File: src/rtl/qpu_ifu_pcgen_pkg.sv
// Shared definitions for the IFU PC generator: widths and the fetch-state encoding.
package qpu_ifu_pcgen_pkg;

  localparam int QPU_PC_SIZE = 32;
  localparam int QPU_XLEN    = 32;
  localparam int IFU_STATE_W = 2;

  // REQ: nothing in flight, WAIT: one fetch in flight, DROP: in-flight fetch is stale
  typedef enum logic [IFU_STATE_W-1:0] {
    ST_REQ  = 2'd0,
    ST_WAIT = 2'd1,
    ST_DROP = 2'd2
  } ifu_state_e;

endpackage

File: src/rtl/qpu_ifu_pcgen_dffr.sv
// Generic asynchronous active-low reset flop used for every register in the PC generator.
module qpu_ifu_pcgen_dffr #(
  parameter int             DW      = 1,
  parameter logic [DW-1:0]  RST_VAL = '0
) (
  input  logic          clk,
  input  logic          rst_n,
  input  logic [DW-1:0] i_d,
  output logic [DW-1:0] o_q
);

  always_ff @(posedge clk or negedge rst_n) begin
    if (!rst_n) begin
      o_q <= RST_VAL;
    end else begin
      o_q <= i_d;
    end
  end

endmodule

File: src/rtl/qpu_ifu_pcgen.sv
// Instruction-fetch PC generator: one outstanding fetch, single-entry decode buffer,
// and flush redirection with discard of a stale in-flight response.
module qpu_ifu_pcgen
  import qpu_ifu_pcgen_pkg::*;
#(
  parameter int                   PC_SIZE    = QPU_PC_SIZE,
  parameter int                   INSTR_SIZE = 32,
  parameter logic [PC_SIZE-1:0]   RESET_PC   = '0,
  parameter int                   PC_INCR    = 4
) (
  input  logic                  clk,
  input  logic                  rst_n,
  input  logic                  pipe_flush_req,
  output logic                  pipe_flush_ack,
  input  logic [PC_SIZE-1:0]    pipe_flush_add_op1,
  input  logic [PC_SIZE-1:0]    pipe_flush_add_op2,
  output logic                  ifu_req_valid,
  input  logic                  ifu_req_ready,
  output logic [PC_SIZE-1:0]    ifu_req_pc,
  input  logic                  ifu_rsp_valid,
  output logic                  ifu_rsp_ready,
  input  logic [INSTR_SIZE-1:0] ifu_rsp_instr,
  output logic                  ifu_o_valid,
  input  logic                  ifu_o_ready,
  output logic [PC_SIZE-1:0]    ifu_o_pc,
  output logic [INSTR_SIZE-1:0] ifu_o_ir
);

  localparam logic [PC_SIZE-1:0] L_INCR = PC_SIZE'(PC_INCR);

  logic [IFU_STATE_W-1:0] r_state_bits;
  ifu_state_e             r_state;
  ifu_state_e             w_state_nxt;
  logic                   r_rst_done;
  logic [PC_SIZE-1:0]     r_pc, w_pc_nxt;
  logic [PC_SIZE-1:0]     r_fetch_pc, w_fetch_pc_nxt;
  logic                   r_obuf_valid, w_obuf_valid_nxt;
  logic [PC_SIZE-1:0]     r_obuf_pc, w_obuf_pc_nxt;
  logic [INSTR_SIZE-1:0]  r_obuf_ir, w_obuf_ir_nxt;

  logic w_in_req, w_in_wait, w_in_drop;
  logic w_flush_hs, w_req_hs, w_rsp_hs, w_pop, w_load;
  logic [PC_SIZE-1:0] w_flush_pc, w_seq_pc;

  assign r_state   = ifu_state_e'(r_state_bits);
  assign w_in_req  = (r_state == ST_REQ);
  assign w_in_wait = (r_state == ST_WAIT);
  assign w_in_drop = (r_state == ST_DROP);

  // Handshake outputs are held low until the first clock after reset release.
  assign ifu_req_valid  = r_rst_done & w_in_req & ~pipe_flush_req;
  assign ifu_req_pc     = r_pc;
  assign pipe_flush_ack = r_rst_done & ~w_in_drop;
  assign ifu_rsp_ready  = r_rst_done &
                          (w_in_drop | (w_in_wait & (~r_obuf_valid | ifu_o_ready) & ~pipe_flush_req));

  assign ifu_o_valid = r_obuf_valid;
  assign ifu_o_pc    = r_obuf_pc;
  assign ifu_o_ir    = r_obuf_ir;

  assign w_flush_hs = pipe_flush_req & pipe_flush_ack;
  assign w_req_hs   = ifu_req_valid & ifu_req_ready;
  assign w_rsp_hs   = ifu_rsp_valid & ifu_rsp_ready;
  assign w_pop      = r_obuf_valid & ifu_o_ready;
  assign w_load     = w_in_wait & w_rsp_hs;
  assign w_flush_pc = pipe_flush_add_op1 + pipe_flush_add_op2;
  assign w_seq_pc   = r_fetch_pc + L_INCR;

  always_comb begin
    w_state_nxt      = r_state;
    w_pc_nxt         = r_pc;
    w_fetch_pc_nxt   = r_fetch_pc;
    w_obuf_valid_nxt = r_obuf_valid;
    w_obuf_pc_nxt    = r_obuf_pc;
    w_obuf_ir_nxt    = r_obuf_ir;

    case (r_state)
      ST_REQ: begin
        if (!w_flush_hs && w_req_hs) begin
          w_state_nxt    = ST_WAIT;
          w_fetch_pc_nxt = r_pc;
        end
      end
      ST_WAIT: begin
        // A response arriving with the flush is dropped on the floor, so no DROP needed.
        if (w_flush_hs) begin
          w_state_nxt = ifu_rsp_valid ? ST_REQ : ST_DROP;
        end else if (w_rsp_hs) begin
          w_state_nxt = ST_REQ;
          w_pc_nxt    = w_seq_pc;
        end
      end
      ST_DROP: begin
        if (w_rsp_hs) begin
          w_state_nxt = ST_REQ;
        end
      end
      default: w_state_nxt = ST_REQ;
    endcase

    if (w_flush_hs) begin
      w_pc_nxt = w_flush_pc;
    end

    if (w_flush_hs) begin
      w_obuf_valid_nxt = 1'b0;
    end else if (w_load) begin
      w_obuf_valid_nxt = 1'b1;
      w_obuf_pc_nxt    = r_fetch_pc;
      w_obuf_ir_nxt    = ifu_rsp_instr;
    end else if (w_pop) begin
      w_obuf_valid_nxt = 1'b0;
    end
  end

  qpu_ifu_pcgen_dffr #(.DW(1), .RST_VAL(1'b0)) u_rst_done (
    .clk(clk), .rst_n(rst_n), .i_d(1'b1), .o_q(r_rst_done));

  qpu_ifu_pcgen_dffr #(.DW(IFU_STATE_W), .RST_VAL(ST_REQ)) u_state (
    .clk(clk), .rst_n(rst_n), .i_d(w_state_nxt), .o_q(r_state_bits));

  qpu_ifu_pcgen_dffr #(.DW(PC_SIZE), .RST_VAL(RESET_PC)) u_pc (
    .clk(clk), .rst_n(rst_n), .i_d(w_pc_nxt), .o_q(r_pc));

  qpu_ifu_pcgen_dffr #(.DW(PC_SIZE), .RST_VAL('0)) u_fetch_pc (
    .clk(clk), .rst_n(rst_n), .i_d(w_fetch_pc_nxt), .o_q(r_fetch_pc));

  qpu_ifu_pcgen_dffr #(.DW(1), .RST_VAL(1'b0)) u_obuf_valid (
    .clk(clk), .rst_n(rst_n), .i_d(w_obuf_valid_nxt), .o_q(r_obuf_valid));

  qpu_ifu_pcgen_dffr #(.DW(PC_SIZE), .RST_VAL('0)) u_obuf_pc (
    .clk(clk), .rst_n(rst_n), .i_d(w_obuf_pc_nxt), .o_q(r_obuf_pc));

  qpu_ifu_pcgen_dffr #(.DW(INSTR_SIZE), .RST_VAL('0)) u_obuf_ir (
    .clk(clk), .rst_n(rst_n), .i_d(w_obuf_ir_nxt), .o_q(r_obuf_ir));

endmodule

File: config.mk
export PLATFORM = sky130hd
export DESIGN_NAME = qpu_ifu_pcgen
export DESIGN_NICKNAME = d
export VERILOG_FILES = /design/src/rtl/qpu_ifu_pcgen_pkg.sv /design/src/rtl/qpu_ifu_pcgen_dffr.sv /design/src/rtl/qpu_ifu_pcgen.sv
export SDC_FILE = /design/constraint.sdc
export NUM_CORES = 1
export LEC_CHECK = 0
export BUFFER_PORTS_ARGS = -buffer_cell sky130_fd_sc_hd__clkbuf_2
export CAP_MARGIN = 20
export CORE_UTILIZATION = 53
export DETAILED_ROUTE_END_ITERATION = 8
export PLACE_DENSITY = 0.8
export SKIP_LAST_GASP = 1
export SLEW_MARGIN = 20
export SYNTH_ARGS = -nofsm -noshare
export SYNTH_HDL_FRONTEND = slang
export SYNTH_SLANG_ARGS = --single-unit
export TNS_END_PERCENT = 5
File: constraint.sdc
create_clock -name clk -period 2.67 [get_ports clk]
set_input_delay 0.1335 -clock clk [delete_from_list [all_inputs] [get_ports clk]]
set_output_delay 0.1335 -clock clk [all_outputs]
set_load 0.03 [all_outputs]
==> results.py <==
metrics = {
    "timing": {
        "timing.final.crit_share": 0.865,
        "maxClockFrequency_mhz": 433,
        "grt_setup_unrepaired": "false",
        "final-setup-viol-count": 0,
        "final_hold_viol_count": 0,
        "slew_headroom": 0.523,
        "setup_total_negative_slack_ps": 0,
        "whs_ps": 38.3,
        "final-max-slew-violation-count": 0,
        "timing_worst_slew_pin_value_ps": 715,
        "period_minus_slack_ps": 2310,
        "finClkSkew_ps": 10.0,
    },
    "clocking": {
        "cts_tree": "done",
        "tritoncts.num_buffers": 17,
        "cts_htree_levels": 4,
        "clk_latency_ps": 420,
        "clk_pin_slew_worst_paths_ps": 60,
        "clock-sinks": 132,
        "clock-root-buffer": "sky130_fd_sc_hd__clkbuf_16",
        "clockBufferDepth": 2,
    },
    "synth": {
        "synth_top_cells_by_count": "sky130_fd_sc_hd__nand2_1, sky130_fd_sc_hd__dfrtp_1, sky130_fd_sc_hd__a21oi_1",
        "yosysSeqAreaShare": 0.448,
        "synth_area_leader_cell": "sky130_fd_sc_hd__dfrtp_1",
        "synth.avg_cell_area_sq_um": 9.01,
        "synth_seq_cells": 132,
        "top_post_synthesis_cells_by_area": "sky130_fd_sc_hd__dfrtp_1, sky130_fd_sc_hd__nand2_1, sky130_fd_sc_hd__ha_1",
        "synth_area_sq_um": 7380,
        "yosys.cell_types.count": 66,
        "synth_fp_nets": 954,
        "async_flop_share": 1.00,
        "post_synth_inst_count": 819,
        "synth_largest_type_area_fraction": 0.448,
        "most_used_standard_cell_by_instance_count_after_synthesis": "sky130_fd_sc_hd__nand2_1",
        "synthesis.yosys.warnings": 0,
        "ys.flop_type": "sky130_fd_sc_hd__dfrtp_1",
        "synth_edf_count": 0,
    },
    "worst_hold_path": {
        "holdCritStartpoint": "pipe_flush_req",
        "worst_hold_path_type": "in2reg",
    },
    "placed_design": {
        "buffer_ports.inserted": 201,
        "total_half_perimeter_wirelength_after_legalization_and_detailed_placement_um": 13500,
        "postPlaceCellArea_sq_um": 8580,
        "routabilityCongestion": 0.937,
    },
    "pwr": {
        "p_per_area_nw_per_um2": 1040,
        "power.total_mw": 9.91,
        "cellLeakagePower_nw": 4.78,
        "highest_ir_drop_seen_on_vdd_uv": 563,
    },
    "critical_path": {
        "cp_startpoint": "u_fetch_pc.o_q[9]",
        "arrival_ps": 2600,
        "endpoint_kind": "flop",
        "worstSetupPathType": "reg2reg",
        "critical_path.reg2reg.startpoint": "u_fetch_pc.o_q[9]",
        "required_ps": 2960,
        "crit_path_start_kind": "flop",
        "timing.critical_path.fanout_max": 7,
    },
    "finish": {
        "area_used_by_multi_input_combinational_logic_sq_um": 3900,
        "area_delta_synth_final_pct": 29.5,
        "fin_area_sq_um": 9550,
        "num-nets-final": 1184,
        "area.sequential_sq_um": 3300,
        "filler_cell_count": 1058,
        "antennaDiodeCount": 0,
        "drive_gt1_frac": 0.280,
    },
    "global_routing": {
        "grt_first_pass_wirelength_um": 30600,
        "gr-total-overflow": 0,
        "grt_util_all_layers": 0.270,
        "grt_antenna_before_repair": 0,
        "grt_start_max_net_pins": 79,
        "grt_pass1_vias": 6362,
    },
    "die": {
        "die_height_um": 120,
        "floorplan.initialDensity": 0.551,
        "standard_cell_rows": 42,
        "dieArea_sq_um": 14400,
        "floorplan.die.width_um": 120,
        "placeableCoreArea_sq_um": 13400,
        "ioPinCount": 202,
    },
    "detailed_routing": {
        "first_iter_violations": 439,
        "wl_um": 19100,
        "remaining_drc_errors": 0,
        "drt-vias-per-instance": 5.49,
        "final_antenna_net_count": 0,
        "drt_pre_antenna_iters": 5,
        "routed_wire_length_per_instance_um": 15.4,
        "vias": 6799,
    },
    "run_status": {
        "run_status": "finished, final reports clean",
    },
    "run": {
        "drv_cap": 0,
    },
}
[flip-flops by register name, indices dropped and copies added (netlist names)]
name,flops
u_obuf_pc.o_q,32
u_state.o_q,2
u_rst_done.o_q,1
u_obuf_ir.o_q,32
u_obuf_valid.o_q,1
u_fetch_pc.o_q,32
u_pc.o_q,32
[where the power goes]
group          leakage [nW]  internal, mW  switching, mW
Clock                 0.300          1.55          0.845
Combinational          2.84          1.33           2.54
Sequential             1.64          2.86          0.781
[placed cells by master, fill, tap and decap left out, types with 7 or more instances in the layout]
master | Yosys | layout
sky130_fd_sc_hd__nand2_1 | 240 | 239
sky130_fd_sc_hd__clkbuf_2 | 0 | 200
sky130_fd_sc_hd__dfrtp_1 | 132 | 132
sky130_fd_sc_hd__a21oi_1 | 40 | 40
sky130_fd_sc_hd__dlygate4sd3_1 | 0 | 35
sky130_fd_sc_hd__o21ai_0 | 33 | 33
sky130_fd_sc_hd__mux2_2 | 32 | 32
sky130_fd_sc_hd__ha_1 | 32 | 32
sky130_fd_sc_hd__nor2_1 | 30 | 30
sky130_fd_sc_hd__xnor2_1 | 26 | 26
sky130_fd_sc_hd__xor2_1 | 26 | 26
sky130_fd_sc_hd__nand3_1 | 19 | 19
sky130_fd_sc_hd__clkbuf_16 | 0 | 17
sky130_fd_sc_hd__o211ai_1 | 16 | 16
sky130_fd_sc_hd__nand4_1 | 14 | 14
sky130_fd_sc_hd__a21o_1 | 14 | 14
sky130_fd_sc_hd__buf_4 | 0 | 13
sky130_fd_sc_hd__nor3_1 | 12 | 12
sky130_fd_sc_hd__o22ai_1 | 10 | 10
sky130_fd_sc_hd__nand2b_1 | 8 | 8
sky130_fd_sc_hd__inv_1 | 7 | 7
sky130_fd_sc_hd__and3_1 | 7 | 7
[timing repair]
action                    CTS  global route
buffers inserted            0             0
gates resized for setup     0             0
hold buffers               35             0
hold endpoints to repair  111             0
[final timing paths]
check                                   end  slack [ps]  cells after the start
min in group asynchronous       u_pc.o_q[4]         310                      2
setup reg to reg               u_pc.o_q[28]         360                      8
hold reg to reg            u_obuf_ir.o_q[8]         470                      2
setup / recovery               u_pc.o_q[28]         360                      8
max in group asynchronous  u_obuf_ir.o_q[5]        1640                      3
hold / removal               u_state.o_q[1]          40                      3
[layout make-up]
class                           count  share of cell area
Clock inverter                     11              0.0157
Tap cell                          176              0.0230
Timing Repair Buffer              250               0.155
Multi-Input combinational cell    641               0.409
Inverter                            7             0.00275
Clock buffer                       21              0.0492
Sequential cell                   132               0.346
[cells by family after synthesis]
kind of cell	after synthesis	synth area share
buffers and inverters	46	0.0237
xor gates and xnor gates	52	0.0617
DFF	132	0.448
other	1	0.000508
adders and majority gates	33	0.0570
muxes	33	0.0502
and+or+nand+nor	356	0.212
AOI/OAI and AO/OA	166	0.147
[critical path: stages (launching register included)]
cell,delay [ps]
sky130_fd_sc_hd__dfrtp_1,510
sky130_fd_sc_hd__nand4_1,210
sky130_fd_sc_hd__nor2_2,330
sky130_fd_sc_hd__nand3_4,160
sky130_fd_sc_hd__nor2_1,270
sky130_fd_sc_hd__nand2_1,100
sky130_fd_sc_hd__xor2_1,140
sky130_fd_sc_hd__a21oi_1,110
sky130_fd_sc_hd__or3_1,380
[per-stage QoR]
stage          utilization  setup WS [ps]  instances
6_report             0.713            362       1238
4_1_cts              0.713            403       1238
3_5_place_dp         0.641           94.9       1171
3_3_place_gp         0.641            108       1171
2_1_floorplan            -           92.9        819
5_1_grt              0.713            188       1238
[routing by layer]
metal | up-vias | share of wire | global-route usage
met5 | - | 0 | 0
met1 | 3181 | 0.45 | 0.365
met2 | 272 | 0.47 | 0.430
met3 | 28 | 0.063 | 0.0551
li1 | 3318 | - | -
met4 | 0 | 0.017 | 0.0930
(Power assumes the default switching activity.)
